--- config.mk ---
export PLATFORM = sky130hd
export DESIGN_NAME = bit_serial_adder
export DESIGN_NICKNAME = d
export VERILOG_FILES = /design/src/rtl/bit_serial_adder.sv
export SDC_FILE = /design/constraint.sdc
export NUM_CORES = 1
export LEC_CHECK = 0
export ABC_AREA = 1
export CAP_MARGIN = 10
export CORE_UTILIZATION = 23
export CTS_BUF_LIST = sky130_fd_sc_hd__clkbuf_16
export DETAILED_ROUTE_END_ITERATION = 8
export PLACE_DENSITY_LB_ADDON = 0.12
export SLEW_MARGIN = 25
export SYNTH_ARGS = -nofsm -noshare
export SYNTH_HDL_FRONTEND = slang
export SYNTH_SLANG_ARGS = --single-unit
export TNS_END_PERCENT = 20
--- constraint.sdc ---
create_clock -name clk_in -period 1.55 [get_ports clk_in]
set_clock_uncertainty 0.05 [all_clocks]
set_input_delay 0.155 -clock clk_in [delete_from_list [all_inputs] [get_ports clk_in]]
set_output_delay 0.155 -clock clk_in [all_outputs]
set_load 0.1 [all_outputs]
--- src/rtl/bit_serial_adder.sv ---
// Bit-serial adder: latches two WIDTH-bit operands and a carry-in, then adds
// them LSB-first with one full-adder slice per cycle, holding the carry in a flop.
// Optional feature macro: OVERFLOW_FLAG_EN adds a signed-overflow output.
module bit_serial_adder #(
  parameter int unsigned WIDTH = 8
) (
  input  logic             clk_in,
  input  logic             rst_n_in,
  input  logic             start_in,
  input  logic [WIDTH-1:0] a_in,
  input  logic [WIDTH-1:0] b_in,
  input  logic             cin_in,
  output logic             busy_out,
  output logic             done_out,
  output logic [WIDTH-1:0] sum_out,
  output logic             carry_out
`ifdef OVERFLOW_FLAG_EN
  ,
  output logic             overflow_out
`endif
);

  localparam int unsigned CW = $clog2(WIDTH);
  localparam logic [CW-1:0] LAST_BIT = CW'(WIDTH - 1);

  typedef enum logic [1:0] {
    IDLE = 2'd0,
    RUN  = 2'd1,
    DONE = 2'd2
  } state_t;

  state_t           state;
  logic [WIDTH-1:0] a_sr;
  logic [WIDTH-1:0] b_sr;
  logic             carry;
  logic [CW-1:0]    count;

  logic             ha1_s_c;
  logic             ha1_c_c;
  logic             ha2_c_c;
  logic             sum_bit_c;
  logic             carry_next_c;

  // Full-adder slice built from two half adders and an OR
  always_comb begin
    ha1_s_c      = a_sr[0] ^ b_sr[0];
    ha1_c_c      = a_sr[0] & b_sr[0];
    sum_bit_c    = ha1_s_c ^ carry;
    ha2_c_c      = ha1_s_c & carry;
    carry_next_c = ha1_c_c | ha2_c_c;
  end

  // Status flags decode straight from the registered state
  assign busy_out = (state == RUN);
  assign done_out = (state == DONE);

  // Control FSM and serial datapath: load on an accepted start, one bit per RUN cycle
  always_ff @(posedge clk_in or negedge rst_n_in) begin
    if (!rst_n_in) begin
      state        <= IDLE;
      a_sr         <= '0;
      b_sr         <= '0;
      carry        <= 1'b0;
      count        <= '0;
      sum_out      <= '0;
      carry_out    <= 1'b0;
`ifdef OVERFLOW_FLAG_EN
      overflow_out <= 1'b0;
`endif
    end else begin
      case (state)
        IDLE, DONE: begin
          if (start_in) begin
            state        <= RUN;
            a_sr         <= a_in;
            b_sr         <= b_in;
            carry        <= cin_in;
            count        <= '0;
            sum_out      <= '0;
            carry_out    <= 1'b0;
`ifdef OVERFLOW_FLAG_EN
            overflow_out <= 1'b0;
`endif
          end else begin
            state <= IDLE;
          end
        end
        RUN: begin
          // start_in is deliberately ignored here; the add in flight runs to completion
          sum_out <= {sum_bit_c, sum_out[WIDTH-1:1]};
          a_sr    <= {1'b0, a_sr[WIDTH-1:1]};
          b_sr    <= {1'b0, b_sr[WIDTH-1:1]};
          carry   <= carry_next_c;
          count   <= count + CW'(1);
          if (count == LAST_BIT) begin
            state        <= DONE;
            carry_out    <= carry_next_c;
`ifdef OVERFLOW_FLAG_EN
            // Carry into the MSB differs from carry out of it: signed overflow
            overflow_out <= carry ^ carry_next_c;
`endif
          end
        end
        default: state <= IDLE;
      endcase
    end
  end

endmodule
==> results.md <==
• Mapped Cells: 203
• slew at the pin closest to its max-slew limit: 0.422 ns
• mux share of post-synthesis cell area: 0%
• number of nets with antenna violations after routing: 0
• multi-input combinational cell area: 634 µm²
• startpoint class of the critical path: flip-flop
• die outline height: 86.4 µm
• routed metal-1 wirelength: 1680 µm
• Synth top area share: 47.4%
• pin count of the biggest net entering global routing: 32
• unrepaired setup endpoints after global routing: false
• worst-case vdd ir drop: 0.000714 V
• synthesized area divided by synthesized cell count: 8.06 µm²
• number of cell rows: 30
• number of sinks on the clock net: 31
• largest cells by area after synthesis: sky130_fd_sc_hd__dfrtp_1 47%, sky130_fd_sc_hd__nand2_1 16%, sky130_fd_sc_hd__nand3_1 9.5%
• power share of the combinational group: 56.7%
• arithmetic-cell share of the synthesized area counting full adders, half adders and majority gates: 2.75%
• routability cong.: 0.707
• Non-Filler Cell Area, Final: 0.00232 mm²
• total detailed-routing wirelength: 3520 µm
• Inst Count DP: 326
• reg-to-reg endpoint: sum_out[7]$_DFFE_PN0P_
• Synth Area in Simple Gates: 34.1%
• routed length per instance: 10.4 µm
• 1st-pass router iterations: 4
• area enclosed by the die boundary: 0.00746 mm²
• number of maximum-capacitance violations: 0
• area inside the core boundary: 0.00683 mm²
• share of power burned in the clock network: 16.8%
• number of buffers inserted by hold repair at cts: 0
• Power Density: 2370 mW/mm²
• max incr delay on CP: 0.37 ns
• Chip Width: 86.4 µm
• DR vias: 1306
• # setup viols final: 0
• power dissipated by switching net loads: 0.00256 W
• H-Tree Depth: 2
• Critical Path AT: 1.22 ns
• register area: 776 µm²
• setup TNS: 0 ns
• DR iter-0 viols: 69
• vias per cell: 3.86
• HPWL after detailed placement: 2310 µm
• final worst path period share: 92.0%
• max-slew violations: 0
• Distinct cells, synth: 19
• Data required, critical path: 1.34 ns
• count of inserted antenna diode cells: 0
• Starting Density: 24.0%
• met2 WL: 1610 µm
• Synth area leader: sky130_fd_sc_hd__dfrtp_1
• TritonCTS Buffers: 5
• cells along the critical path: inv_2 -> buf_4 -> nor2_4 -> buf_12
• non-filler cells, final: 338
• number of placed I/O pins: 31
• total grt overflow: 0
• CTS tree: yes
• DRC violations left: 0
• type of the tightest min-delay check: in2async
• final-layout fill cell count: 734
• IO buf count: 30
• switching power share of the total: 46.6%
• # nets final: 264
• reg-to-reg critical path startpoint: a_sr[0]$_DFFE_PN0P_
• met3 WL: 160 µm
• cell at the slowest stage of the critical path: sky130_fd_sc_hd__dfrtp_1
• YS warnings: 0
• mapped cell area: 0.00164 mm²
• crit path from: state[1]$_DFFE_PN0P_
• part of the Yosys area used for sequential elements: 47.4%
• Hold Slack: 0.236 ns
• antenna violations before repair: 0
• clk_lat worst skew: 0.27 ns
• dpl cell area: 0.00213 mm²
• status: finished, final reports clean
• first-pass GRT wire length: 6380 µm
• Root Driver: sky130_fd_sc_hd__clkbuf_16
• Worst Setup End Kind: output pin
• dominant combinational cell family by area after synthesis: simple AND/OR/NAND/NOR gates
• cell leakage power: 1.23 nW
• R2R Setup Slk: 0.22 ns
• clock transition at the registers of the reported paths: 0.05 ns
• largest buffer count on any clock path: 2
• count of endpoints failing hold in the final timing report: 0
• syn_nets: 226
• largest fanout of any net on the critical path: 17
• Worst R2R Path Depth: 4
• total power of the final layout: 0.00551 W
• start-to-end type of the worst setup path: reg2out
• fmax: 0.701 GHz
• register bit total from synthesis: 31
• xor and xnor fraction of the mapped netlist area: 0%
• portion of total power attributed to sequential cells: 26.5%
• internal power: 0.00294 W
• via count of the first global-routing pass: 1355
• share of the synthesized area in compound gates (AO/OA/AOI/OAI): 1.45%
• area growth from synthesis to layout: 41.8%
• shortest period the worst path allows: 1.43 ns
• Top Metal Used: met4
• global-route total usage across every layer: 11.2%
• share of layout cells above drive strength 1: 19.8%
• critical path capture point: done_out
• worst slew margin relative to its limit: 71.9%
==> kinds of logic after synthesis <==
logic type / after synthesis
AO/OA/AOI/OAI: 4
buffers and inverters: 47
flip-flops: 31
AND/OR/NAND/NOR: 118
adder cells (fa/ha/maj): 3
==> power groups by stage <==
| stage | logic [W] | clock network, W | registers, W |
|---|---|---|---|
| after floorplan | 0.00171 | 0 | 0.00200 |
| after global placement | 0.00302 | 0 | 0.00148 |
| after detailed placement | 0.00303 | 0 | 0.00147 |
| after CTS | 0.00307 | 0.000957 | 0.00147 |
| after global routing | 0.00350 | 0.000989 | 0.00151 |
| final | 0.00312 | 0.000927 | 0.00146 |
==> placed cells by master (no fill, tap or decap), drive strengths merged <==
cell and n:
ha 2, nand3 31, inv 38, clkinv 3, fa 1, clkdlybuf4s50 19
o21ai 3, a21oi 1, nand2 84, clkinvlp 1, or2 1, dfrtp 31
buf 20, nor2 2, clkbuf 5
==> synth_stat cells, drive strengths merged <==
cell,instances
or2,1
inv,39
nand2,84
dfrtp,31
a21oi,1
nand3,31
nor2,2
ha,2
o21ai,3
buf,8
fa,1
==> sequential cells by signal, summed over array words and instances (netlist names) <==
| signal | count |
|---|---|
| a_sr | 8 |
| b_sr | 8 |
| sum_out | 8 |
| count | 3 |
| state | 2 |
| carry | 1 |
| carry_out | 1 |
==> cell type report <==
type | count | area share (%)
sequential | 31 | 33.4
multi-input combinational | 125 | 27.3
timing repair buffer | 39 | 21.1
inverter | 39 | 6.90
clock buffer | 5 | 5.39
tap | 96 | 5.18
clock inverter | 3 | 0.647
==> metal layers <==
layer | vias up | GRT usage (%)
li1 | 684 | -
met1 | 574 | 14.8
met2 | 40 | 18.0
met3 | 8 | 2.29
met4 | 0 | 4.55
met5 | - | 0
==> stage by stage <==
step / setup WS, ns / util (%)
floorplan: 0.107 / -
global placement: 0.162 / 31.2
detailed placement: 0.151 / 31.2
CTS: 0.0269 / 33.5
global route: 0.0688 / 34.0
finish: 0.124 / 34.0
==> worst max-delay path: cells and delay by family (launching register included) <==
kind / cells / cell delay [ns]
buffers and inverters: 3 / 0.51
AND/OR/NAND/NOR: 1 / 0.06
flip-flops: 1 / 0.37
==> worst min path at each step <==
stage	from	end
2_1_floorplan	rst_n_in	a_sr[0]$_DFFE_PN0P_
3_3_place_gp	a_sr[5]$_DFFE_PN0P_	a_sr[5]$_DFFE_PN0P_
3_5_place_dp	b_sr[4]$_DFFE_PN0P_	b_sr[4]$_DFFE_PN0P_
4_1_cts	rst_n_in	b_sr[3]$_DFFE_PN0P_
5_1_grt	rst_n_in	sum_out[4]$_DFFE_PN0P_
6_report	rst_n_in	b_sr[3]$_DFFE_PN0P_
==> what timing repair did <==
action / CTS / global route
resized for setup: 1 / 0
buffers inserted: 1 / 3
endpoints found under the setup margin: 1 / 1
pin swaps: 0 / 1
Power figures use the tool's default switching activity.
